**src/rtl/adder_sched_pkg.sv**
```systemverilog
// Shared widths and types for the round-robin adder scheduler.
// Latency: n/a (declarations only).
// Backpressure: n/a.
package adder_sched_pkg;

    localparam int NUM_REQ = 4;
    localparam int DATA_W  = 32;
    localparam int ID_W    = $clog2(NUM_REQ);

    typedef logic [ID_W-1:0]   req_id_t;
    typedef logic [DATA_W-1:0] data_t;

endpackage

```
**src/rtl/fh_without_carry_adder_32_bits.sv**
```systemverilog
// Purely combinational 32-bit adder; carry-out is discarded (wraps mod 2^32).
// Latency: 0 cycles.
// Backpressure: none, operands flow straight through.
module fh_without_carry_adder_32_bits
    import adder_sched_pkg::*;
(
    input  data_t i_a,
    input  data_t i_b,
    output data_t o_sum
);

    // Sum truncated to operand width; the overflow bit is intentionally dropped.
    assign o_sum = i_a + i_b;

endmodule

```
**src/rtl/adder_rr_scheduler.sv**
```systemverilog
// Round-robin arbiter sharing one adder among NUM_REQ requesters; result held in a one-entry slot.
// Latency: 1 cycle from request transfer to res_valid; one op per cycle while res_ready stays high.
// Backpressure: a held result (res_valid & !res_ready) blocks all grants; enable=0 blocks grants but lets the slot drain.
module adder_rr_scheduler #(
    parameter  int NUM_REQ = adder_sched_pkg::NUM_REQ,
    parameter  int DATA_W  = adder_sched_pkg::DATA_W,
    localparam int ID_W    = $clog2(NUM_REQ)
) (
    input  logic                      clk,
    input  logic                      rst,
    input  logic                      enable,
    input  logic [NUM_REQ-1:0]        req_valid,
    input  logic [NUM_REQ*DATA_W-1:0] req_a,
    input  logic [NUM_REQ*DATA_W-1:0] req_b,
    output logic [NUM_REQ-1:0]        req_ready,
    output logic                      res_valid,
    input  logic                      res_ready,
    output logic [DATA_W-1:0]         res_data,
    output logic [ID_W-1:0]           res_id,
    output logic [15:0]               op_count,
    output logic                      idle
);

    logic [ID_W-1:0]    r_rr_ptr;
    logic               r_res_valid;
    logic [DATA_W-1:0]  r_res_data;
    logic [ID_W-1:0]    r_res_id;
    logic [15:0]        r_op_count;

    logic               w_slot_free;
    logic               w_res_hs;
    logic               w_grant_found;
    logic [ID_W-1:0]    w_grant_idx;
    logic               w_grant;
    logic [ID_W-1:0]    w_ptr_next;
    logic [NUM_REQ-1:0] w_onehot;
    logic [DATA_W-1:0]  w_op_a;
    logic [DATA_W-1:0]  w_op_b;
    logic [DATA_W-1:0]  w_sum;

    // The slot can take a new result if it is empty or being emptied this cycle.
    assign w_res_hs    = r_res_valid & res_ready;
    assign w_slot_free = ~r_res_valid | res_ready;

    // Search for the first valid requester starting at the round-robin pointer, wrapping around.
    always_comb begin
        w_grant_found = 1'b0;
        w_grant_idx   = '0;
        for (int k = 0; k < NUM_REQ; k++) begin
            if (!w_grant_found && req_valid[(int'(r_rr_ptr) + k) % NUM_REQ]) begin
                w_grant_found = 1'b1;
                w_grant_idx   = ID_W'((int'(r_rr_ptr) + k) % NUM_REQ);
            end
        end
    end

    // Reset gates the grant so nothing transfers into a slot that is being cleared.
    assign w_grant    = enable & w_slot_free & w_grant_found & ~rst;
    assign w_ptr_next = (w_grant_idx == ID_W'(NUM_REQ - 1)) ? '0 : w_grant_idx + 1'b1;
    assign w_onehot   = {{(NUM_REQ-1){1'b0}}, 1'b1} << w_grant_idx;
    assign req_ready  = w_grant ? w_onehot : '0;

    // Grant-indexed operand mux feeding the single shared adder.
    assign w_op_a = req_a[w_grant_idx*DATA_W +: DATA_W];
    assign w_op_b = req_b[w_grant_idx*DATA_W +: DATA_W];

    fh_without_carry_adder_32_bits u_adder (
        .i_a   (w_op_a),
        .i_b   (w_op_b),
        .o_sum (w_sum)
    );

    // Result slot and pointer: a new grant overwrites (or refills) the slot, a bare handshake empties it.
    always_ff @(posedge clk) begin
        if (rst) begin
            r_res_valid <= 1'b0;
            r_res_data  <= '0;
            r_res_id    <= '0;
            r_rr_ptr    <= '0;
        end else if (w_grant) begin
            r_res_valid <= 1'b1;
            r_res_data  <= w_sum;
            r_res_id    <= w_grant_idx;
            r_rr_ptr    <= w_ptr_next;
        end else if (w_res_hs) begin
            r_res_valid <= 1'b0;
        end
    end

    // Count delivered results; a result discarded by reset is never counted.
    always_ff @(posedge clk) begin
        if (rst) begin
            r_op_count <= '0;
        end else if (w_res_hs) begin
            r_op_count <= r_op_count + 16'd1;
        end
    end

    assign res_valid = r_res_valid;
    assign res_data  = r_res_data;
    assign res_id    = r_res_id;
    assign op_count  = r_op_count;
    assign idle      = (req_valid == '0) & ~r_res_valid;

endmodule

```
**config.mk**
```make
export PLATFORM = sky130hd
export DESIGN_NAME = adder_rr_scheduler
export DESIGN_NICKNAME = d
export VERILOG_FILES = /design/src/rtl/adder_sched_pkg.sv /design/src/rtl/fh_without_carry_adder_32_bits.sv /design/src/rtl/adder_rr_scheduler.sv
export SDC_FILE = /design/constraint.sdc
export NUM_CORES = 1
export LEC_CHECK = 0
export CORE_ASPECT_RATIO = 1.75
export CORE_MARGIN = 10
export CORE_UTILIZATION = 30
export CTS_BUF_LIST = sky130_fd_sc_hd__clkbuf_4 sky130_fd_sc_hd__clkbuf_8
export DETAILED_ROUTE_END_ITERATION = 6
export GPL_ROUTABILITY_DRIVEN = 1
export PLACE_DENSITY = 0.66
export REMOVE_ABC_BUFFERS = 1
export SLEW_MARGIN = 20
export SYNTH_ARGS = -nofsm -noshare
export SYNTH_HDL_FRONTEND = slang
export SYNTH_SLANG_ARGS = --single-unit
```
**constraint.sdc**
```tcl
create_clock -name clk -period 5.1 [get_ports clk]
set_input_delay 0.51 -clock clk [delete_from_list [all_inputs] [get_ports clk]]
set_output_delay 0.51 -clock clk [all_outputs]
set_load 0.1 [all_outputs]
```
### After elaboration in Yosys (flattened, before gate mapping)

Index checks and enable logic that the tools add are counted.

| storage, ports and cells | value |
|---|---|
| memories kept | 0 |
| bits in writable memories | 0 |
| input port bits | 264 |
| bits in read-only memories | 0 |
| output and inout bits | 56 |
| word-level logic and storage cells | 64 |
| latch bits | 0 |
| register bits | 53 |

| cells by class | value |
|---|---|
| $mul | 0 |
| order comparisons | 4 |
| bitwise gates (word level) | 11 |
| add/sub/neg operators | 6 |
| shifts and indexed selects | 3 |
| divide/modulo/power cells | 0 |
| reductions and logical operators | 11 |
| multiplexer cells | 23 |
| equality and inequality tests | 1 |

Operators by type and width:

| kind | count |
|---|---|
| 128-bit by 8-bit variable part select with 32-bit output | 2 |
| 32-bit adder | 1 |
| 16-bit by 1-bit adder with 16-bit output (second input constant) | 1 |
| 1-bit two-way mux | 13 |
| 3-bit by 4-bit < comparator with 1-bit output (second input constant) | 3 |
| 2-bit two-way mux | 5 |
| 1-bit binary-select mux with 2-bit select | 4 |
| 2-bit OR reduction | 3 |
| 1-bit bitwise AND | 5 |
| 2-bit by 1-bit adder with 2-bit output (second input constant) | 2 |
| 2-bit adder (second input constant) | 2 |
| 4-bit zero test | 1 |
| 4-bit two-way mux | 1 |
| 1-bit by 2-bit << shifter with 4-bit output (first input constant) | 1 |
| 1-bit bitwise AND (first input constant) | 3 |
| 1-bit logical AND | 3 |
| 1-bit zero test | 3 |
| 2-bit by 3-bit < comparator with 1-bit output (second input constant) | 1 |
| 2-bit == test (second input constant) | 1 |
| 1-bit inverter | 2 |
| 2-bit nonzero test | 1 |
| 1-bit bitwise OR | 1 |

### Logic depth before layout (Yosys ltp)

Gate-level depths: netlist of run 1.

| logic depth | value |
|---|---|
| depth after elaboration | 17 |
| mapped depth | 20 |
| gate-level depth less buffers | 19 |

### Cells and area by module

From an unflattened synthesis of run 1, not the netlist that was laid out.

| unflattened totals | value |
|---|---|
| cells, all modules | 713 |
| area total of the unflattened synthesis | 5983.2 um^2 |

Modules (own cells, without submodules):

| module | seq. area each (um^2) | instances | area each (um^2) | cells an instance |
|---|---|---|---|---|
| adder_rr_scheduler | 1061.0 | 1 | 4270.3 | 477 |
| fh_without_carry_adder_32_bits | 0.0 | 1 | 1712.9 | 236 |

### Worst setup path before layout of run 1

Ideal clock, no wire load.

| path | value |
|---|---|
| path kind | input to register |
| start point | input req_valid[2] |
| end point | register r_res_data[30] (netlist: res_data[30]) |
| library setup time | 0.125 ns |
| arrival | 4.219 ns |
| required time | 4.975 ns |
| slack | 0.756 ns |
| path buffers | 3 |
| stages | 19 |
| path through | inv_1 -> o22ai_1 -> o21a_1 -> nor2_1 -> clkbuf_1 -> clkbuf_1 -> clkbuf_1 -> nand2_1 -> a31oi_1 -> ha_1 -> a21o_1 -> a221oi_2 -> o21ai_2 -> a31oi_4 -> nor3_2 -> or4_1 -> a31oi_1 -> xor2_1 -> o21ai_1 |

| on the way | value |
|---|---|
| cells in the longest elaborated chain, start to end | 14 |
| elaborated cells on any way between the ends | 30 |
| classes of those cells | 1 x add/sub; 2 x shift; 19 x mux; 2 x bitwise; 6 x reduce/logical |

Ends and longest elaborated chain:

| what | RTL line | text |
|---|---|---|
| from (decl) | adder_rr_scheduler.sv:12 | `input logic [NUM_REQ-1:0] req_valid,` |
| 1-bit binary-select mux with 2-bit select | adder_rr_scheduler.sv:50 | `if (!w_grant_found && req_valid[(int'(r_rr_ptr) + k) % NUM_REQ]) begin` |
| 1-bit two-way mux (implied by the code) | adder_rr_scheduler.sv:50 |  |
| 1-bit two-way mux | adder_rr_scheduler.sv:50 |  |
| 1-bit zero test | adder_rr_scheduler.sv:50 |  |
| 1-bit logical AND | adder_rr_scheduler.sv:50 |  |
| 1-bit two-way mux | adder_rr_scheduler.sv:50 |  |
| 1-bit zero test | adder_rr_scheduler.sv:50 |  |
| 1-bit logical AND | adder_rr_scheduler.sv:50 |  |
| 1-bit two-way mux | adder_rr_scheduler.sv:50 |  |
| 1-bit zero test | adder_rr_scheduler.sv:50 |  |
| 1-bit logical AND | adder_rr_scheduler.sv:50 |  |
| 2-bit two-way mux / 1-bit two-way mux (equally long branches) | adder_rr_scheduler.sv:50 |  |
| 128-bit by 8-bit variable part select with 32-bit output (tied with other cells) | adder_rr_scheduler.sv:64 | `assign w_op_a = req_a[w_grant_idx*DATA_W +: DATA_W];` |
| 32-bit adder / 1-bit bitwise AND (equally long branches) | fh_without_carry_adder_32_bits.sv:13, adder_rr_scheduler.sv:58 |  |
| to (signal assigned) | adder_rr_scheduler.sv:82 | `r_res_data <= w_sum;` |
| to (decl) | adder_rr_scheduler.sv:26 | `logic [DATA_W-1:0] r_res_data;` |

Several ways; a longest one is shown, not always the timed one. The select of a mux whose other input is x is not followed.
A chain may end at the register's enable or synchronous reset.

### Worst setup path after layout of run 1

| path | value |
|---|---|
| start point | input req_valid[3] |
| end point | register r_res_data[30] (netlist: res_data[30]) |

The elaborated chain is that of the path after synthesis.

==> flow_summary.ini, run 1 <==
[clocking]
clockBufferDepth = 2
clkSinkCount = 53
root_buffer = clkbuf_8
ctsHoldBuffers = 0
cts_max_level = 2
clk_pin_slew_worst_paths_ns = 0.12
clkLatencyLatePin_ns = 0.33
post_cts_resized = 0
cts_buffers = 5
post_cts_buffers = 0
cts_tree = done

[drt]
vias = 7084
vias_per_cell = 4.99
drt_first_iter_violations = 349
first_pass_iters = 4
ant_nets = 0
post_drt_wl_per_cell_um = 17.1
drc = 0
wl_um = 24300

[sta]
rsz0062_at_grt = no
tightest_slew_ns = 1.08
finalHoldViolations = 0
max_freq_ghz = 0.221
fin_setup_tns_ns = 0
skew_ns = 0.0209
fin_crit_ns = 4.53
slew_headroom_pct = 27.5
finalMaxSlewViolations = 0
fin_crit_sh_pct = 88.8
setup_violations = 0

[layout]
drive_gt1_share_pct = 3.82
final_core_util_pct = 49.5
area_growth_pct = 63.6
fin_nets = 1479
design_area_um2 = 9160
layout.cells.non_filler = 1419

[critical_path]
cp_max_fo = 31
cp-start-kind = input pin
worstSetupEndpointType = flip-flop
crit_arrival_ns = 4.74
worstPathRequired_ns = 5.31
crit_type = input pin to flip-flop

[power_and_ir_drop]
vdd_drop_max_uv = 168
leakage_nw = 3.79
p_per_area_nw_per_um2 = 292

[die]
die_x_um = 123
initial_utilization_pct = 30.3
coreArea_um2 = 18500
row_count = 66
dieHeight_um = 201
io_pins = 320
die_area_um2 = 24700

[synthesis]
synthArstFlopShare_pct = 0
synthAdderAreaFrac_pct = 8.40
syn_area_um2 = 5600
dominantRegCellSynth = dfxtp_1
synth_compound_area_share_pct = 21.9
synth_cell_types = 58
synth_area_per_cell_um2 = 6.28
synth.area.top_cells = nand2_1 21%, dfxtp_1 19%, ha_1 8.0%, and3_1 7.9%, a31oi_1 7.1%
synthSimpleGateAreaFrac_pct = 38.6
synth_cells = 892
synth_edf_count = 0
synth_top_family_by_area = simple AND/OR/NAND/NOR gates
yosys.area.top_type = nand2_1
synth-seq-cells = 53
synthXorXnorAreaFrac_pct = 7.04
synth-warning-count = 0
synth_mux_area_share_pct = 0.179
ys_seq_area_share_pct = 18.9
synth_top_area_share_pct = 20.8

[global_routing]
grt_pass1_wl_um = 37300
overflow = 0
grt_pass1_vias = 7172
grt_antenna_before_repair = 2
grt_max_degree = 55
grt_usage_pct = 18.7

[place]
place.gp.congestion = 0.909
hpwl_um = 19700
place_area_um2 = 9060
port_buffers = 319
dp_cells = 1409

[status]
status = completed

[run]
maxCapViolations = 0

[hold_path]
hold_path.class = flip-flop to flip-flop
-- cells in the mapped netlist (all sizes together) (3+ instances only) --
master / number
nand2: 311
a211oi: 4
inv: 14
nor2: 50
a21oi: 56
dfxtp: 53
nor3: 4
a31oi: 65
nand3: 17
o21a: 4
and3: 71
xor2: 22
a21o: 12
xnor2: 23
o21ai: 28
ha: 36
o211ai: 4
and2: 7
buf: 3
clkbuf: 57
nand3b: 10
-- cells in the final DEF, fill, tap and decap left out, types with 21 or more instances in the layout --
cell type,synthesis,final
clkdlybuf4s50_1,0,314
nand2_1,311,311
and3_1,71,71
a31oi_1,64,64
a21oi_1,56,56
dfxtp_1,53,53
nor2_1,50,49
ha_1,36,36
xnor2_1,23,23
xor2_1,22,22
o21ai_0,22,22
buf_4,0,21
-- metal layers --
layer,vias to the layer above,share of wire [%],wire (µm),global-route usage (%)
li1,3650,-,-,-
met1,3198,37,8990,19.0
met2,199,54,13100,35.3
met3,37,5.9,1440,4.14
met4,0,3.2,786,6.56
met5,-,0,0,0
-- power by group --
| part | switching, mW | leakage (nW) | internal, mW |
|---|---|---|---|
| logic | 1.16 | 3.31 | 0.754 |
| clock network | 0.164 | 0.0448 | 0.0998 |
| registers | 0.0291 | 0.432 | 0.469 |
| total | 1.35 | 3.79 | 1.32 |
-- final cells by class --
type | instances | area, µm²
antenna | 2 | 5.00
inverter | 14 | 55.1
clock inverter | 3 | 25.0
sequential | 53 | 1060
fill | 1902 | 9340
multi-input combinational | 765 | 4280
tap | 238 | 298
clock buffer | 5 | 68.8
timing repair buffer | 339 | 3370
-- worst paths after layout --
check / start / end / slack (ns) / cells past startpoint
hold / removal: res_data[1] / res_data[1] / 0.46 / 2
setup / recovery: req_valid[3] / res_data[30] / 0.57 / 19
hold reg to reg: res_data[1] / res_data[1] / 0.46 / 2
setup reg to reg: r_rr_ptr[1] / res_data[30] / 0.84 / 18
-- sequential cells by signal (all words and copies together), names as in the netlist --
name,count
r_rr_ptr,2
res_id,2
res_data,32
op_count,16
res_valid,1
-- metrics by stage --
| stage | setup slack, ns | hold WS [ns] | power (mW) |
|---|---|---|---|
| after floorplan | -5.16 | 0.469 | 1.82 |
| after global placement | 0.251 | 0.438 | 2.41 |
| after detailed placement | 0.227 | 0.444 | 2.42 |
| after CTS | 0.566 | 0.461 | 2.69 |
| after global routing | 0.268 | 0.480 | 2.88 |
| final | 0.570 | 0.457 | 2.67 |
-- critical path, cell delays in order --
cell and delay (ns):
clkdlybuf4s50_1 0.56, o221ai_1 0.14, o21a_1 0.18, nor2_4 0.24
buf_12 0.21, buf_4 0.32, nand2_1 0.08, and3_1 0.16
a31oi_1 0.15, ha_1 0.31, a21o_1 0.18, a21o_1 0.17
a221o_1 0.32, a31oi_4 0.19, nor3_2 0.06, or4_1 0.51
a31oi_1 0.21, xor2_1 0.16, o21ai_1 0.07
-- kinds of logic after synthesis --
logic type	after synthesis
multiplexers	1
buffers and inverters	74
adder cells (fa/ha/maj)	37
AO/OA/AOI/OAI	194
flip-flops	53
AND/OR/NAND/NOR	488
XOR/XNOR	45
Note: power is estimated with default switching activity, not from simulation.
==> run 2: changes to the inputs <==
--- a/config.mk
+++ b/config.mk
@@ -5,12 +5,13 @@
 export SDC_FILE = /design/constraint.sdc
 export NUM_CORES = 1
 export LEC_CHECK = 0
+export CAP_MARGIN = 10
 export CORE_ASPECT_RATIO = 1.75
 export CORE_MARGIN = 10
 export CORE_UTILIZATION = 30
 export CTS_BUF_LIST = sky130_fd_sc_hd__clkbuf_4 sky130_fd_sc_hd__clkbuf_8
 export DETAILED_ROUTE_END_ITERATION = 6
-export GPL_ROUTABILITY_DRIVEN = 1
+export GPL_ROUTABILITY_DRIVEN = 0
 export PLACE_DENSITY = 0.66
 export REMOVE_ABC_BUFFERS = 1
 export SLEW_MARGIN = 20
==> results of run 2 <==
The final DEF is identical to that of run 1; final timing and power are the same.
==> run 3: changes to the inputs <==
--- a/config.mk
+++ b/config.mk
@@ -5,9 +5,9 @@
 export SDC_FILE = /design/constraint.sdc
 export NUM_CORES = 1
 export LEC_CHECK = 0
+export ABC_CLOCK_PERIOD_IN_PS = 5100
 export CAP_MARGIN = 10
 export CORE_ASPECT_RATIO = 1.75
-export CORE_MARGIN = 10
 export CORE_UTILIZATION = 30
 export CTS_BUF_LIST = sky130_fd_sc_hd__clkbuf_4 sky130_fd_sc_hd__clkbuf_8
 export DETAILED_ROUTE_END_ITERATION = 6
==> run 3 against run 2 <==
Compared with the run above: global-route usage increased by 2.6 points; setup slack improved by 0.026 ns; total power decreased by 1.0%; hold slack got worse by 0.0040 ns; count of clock-buffer cells in the layout increased by 2; largest cell class unchanged.
==> flow_summary.ini, run 3 (synthesis results as in run 1) <==
[critical_path]
crit_arrival_ns = 4.71
worstReg2RegStart = r_rr_ptr[1]
cp_max_fo = 69
worstPathRequired_ns = 5.31
critPathBufInv = 3
worstSetupEndpointType = flip-flop
r2r-end = res_data[30]
path_cells = clkdlybuf4s50_1 -> inv_1 -> o221ai_1 -> o21a_1 -> nor2_4 -> buf_12 -> nand2_1 -> and3_1 -> a31oi_1 -> ha_1 -> fa_1 -> a21o_1 -> a221oi_2 -> o21ai_2 -> a31oi_4 -> nor3_2 -> or4_1 -> a31oi_1 -> xor2_1 -> o21ai_1
critPathSlowestCell = clkdlybuf4s50_1
critPathMaxStageDelay_ns = 0.52
cpLargestDelayFamily = compound AO/OA/AOI/OAI gates
cpMostUsedCell = a31oi_1
endpoint = res_data[30]
worstSetupPathDepth = 20
crit_type = input pin to flip-flop
worstSetupStartpoint = req_valid[0]
r2r_cells = 18
r2r_slack_ns = 0.95
cp-start-kind = input pin

[global_routing]
grt_antenna_before_repair = 0
overflow = 0
grt_pass1_wl_um = 33300
grt_pass1_vias = 6920
grt_usage_pct = 21.3
grt_max_degree = 70

[drt]
top_layer = met4
ant_nets = 0
wl_met3_um = 844
drc = 0
wl_met1_um = 8250
drt_first_iter_violations = 266
vias_per_cell = 5.05
wl_met2_um = 11500
wl_um = 21300
first_pass_iters = 4
vias = 7128
post_drt_wl_per_cell_um = 15.1

[sta]
rsz0062_at_grt = no
whs_ns = 0.453
max_freq_ghz = 0.222
tightest_slew_ns = 1.08
fin_crit_ns = 4.50
skew_ns = 0.00577
finalMaxSlewViolations = 0
worst_slack_ns = 0.596
setup_violations = 0
fin_crit_sh_pct = 88.3
finalHoldViolations = 0
slew_headroom_pct = 28.1

[power_and_ir_drop]
internal_power_mw = 1.33
p_per_area_nw_per_um2 = 289
power.share.clock_pct = 9.5
p_seq_share_pct = 18.9
vdd_drop_max_uv = 148
netSwitchingFraction_pct = 49.8
leakage_nw = 3.78
p_comb_share_pct = 71.6
switchingPower_mw = 1.32

[clocking]
post_cts_buffers = 0
clkLatencyLatePin_ns = 0.31
cts_max_level = 2
clkSinkCount = 53
clockBufferDepth = 2
post_cts_resized = 0
cts_tree = done
cts_buffers = 5
clk_pin_slew_worst_paths_ns = 0.10
root_buffer = clkbuf_8
ctsHoldBuffers = 0

[place]
port_buffers = 319
pre_cts_ws_ns = 0.226
hpwl_um = 17200
dp_cells = 1404

[die]
coreArea_um2 = 18100
initial_utilization_pct = 30.9
die_x_um = 105
row_count = 65
dieHeight_um = 183
die_area_um2 = 19200
io_pins = 320

[layout]
final_common_cell = clkdlybuf4s50_1
fin_nets = 1478
area_growth_pct = 63.2
regArea_um2 = 1060
mostFrequentLayoutCells = 314 x clkdlybuf4s50_1, 311 x nand2_1, 71 x and3_1
layout.cells.non_filler = 1412
largest_reg_flops = 32
fillers = 1874
multi_input_area_um2 = 4280
drive_gt1_share_pct = 3.74
antenna_cells = 0

[run]
maxCapViolations = 0

[hold_path]
hold_path.class = flip-flop to flip-flop

[status]
status = completed
## run 3: cell types whose count changed in the layout (fill, tap and decap cells not counted), sizes merged
| cell | before | now |
|---|---|---|
| clkbuf | 5 | 7 |
| clkinv | 1 | 0 |
| buf | 25 | 24 |
| diode | 2 | 0 |
| inv | 15 | 14 |
## run 3: final cells by class
| class | instances | area share [%] |
|---|---|---|
| Tap cell | 234 | 3.20 |
| Clock buffer | 7 | 0.917 |
| Clock inverter | 1 | 0.0821 |
| Inverter | 14 | 0.602 |
| Multi-Input combinational cell | 765 | 46.9 |
| Sequential cell | 53 | 11.6 |
| Timing Repair Buffer | 338 | 36.7 |
## run 3: power by group through the flow
stage / Clock [mW] / Sequential, mW / Combinational [mW]
CTS: 0.263 / 0.500 / 1.91
finish: 0.252 / 0.499 / 1.89
floorplan: 0 / 0.894 / 0.928
detailed placement: 0 / 0.509 / 1.90
global route: 0.276 / 0.507 / 2.07
global placement: 0 / 0.507 / 1.89
## run 3: metrics by stage
step / cell area, µm² / utilization (%) / total power, mW / setup TNS, ns
2_1_floorplan: 5380 / - / 1.82 / -148.44
6_report: 9140 / 50.4 / 2.64 / 0
5_1_grt: 9140 / 50.4 / 2.85 / 0
3_5_place_dp: 9050 / 49.9 / 2.41 / 0
4_1_cts: 9140 / 50.4 / 2.67 / 0
3_3_place_gp: 9050 / 49.9 / 2.40 / 0
## run 3: worst reg2reg max path, delay by kind of cell (launching register included)
| kind | cells | cell delay (ns) |
|---|---|---|
| AND/OR/NAND/NOR | 5 | 1.02 |
| flip-flops | 1 | 0.46 |
| adder cells (fa/ha/maj) | 2 | 0.64 |
| buffers and inverters | 1 | 0.15 |
| AO/OA/AOI/OAI | 9 | 1.63 |
| XOR/XNOR | 1 | 0.16 |
## run 3: worst min-delay path by stage
stage	depth (start not counted)	slack [ns]	endpoint	start
2_1_floorplan	2	0.47	r_rr_ptr[1]	r_rr_ptr[1]
3_3_place_gp	2	0.44	res_data[3]	res_data[3]
3_5_place_dp	2	0.44	res_data[13]	res_data[13]
4_1_cts	2	0.46	res_data[13]	res_data[13]
5_1_grt	2	0.48	res_data[7]	res_data[7]
6_report	2	0.45	res_data[13]	res_data[13]
## run 3: layer usage
metal  track usage [%]  up-vias
met4              7.55        0
met3              2.38       39
met5                 0        -
li1                  -     3651
met1              23.0     3229
met2              41.8      209
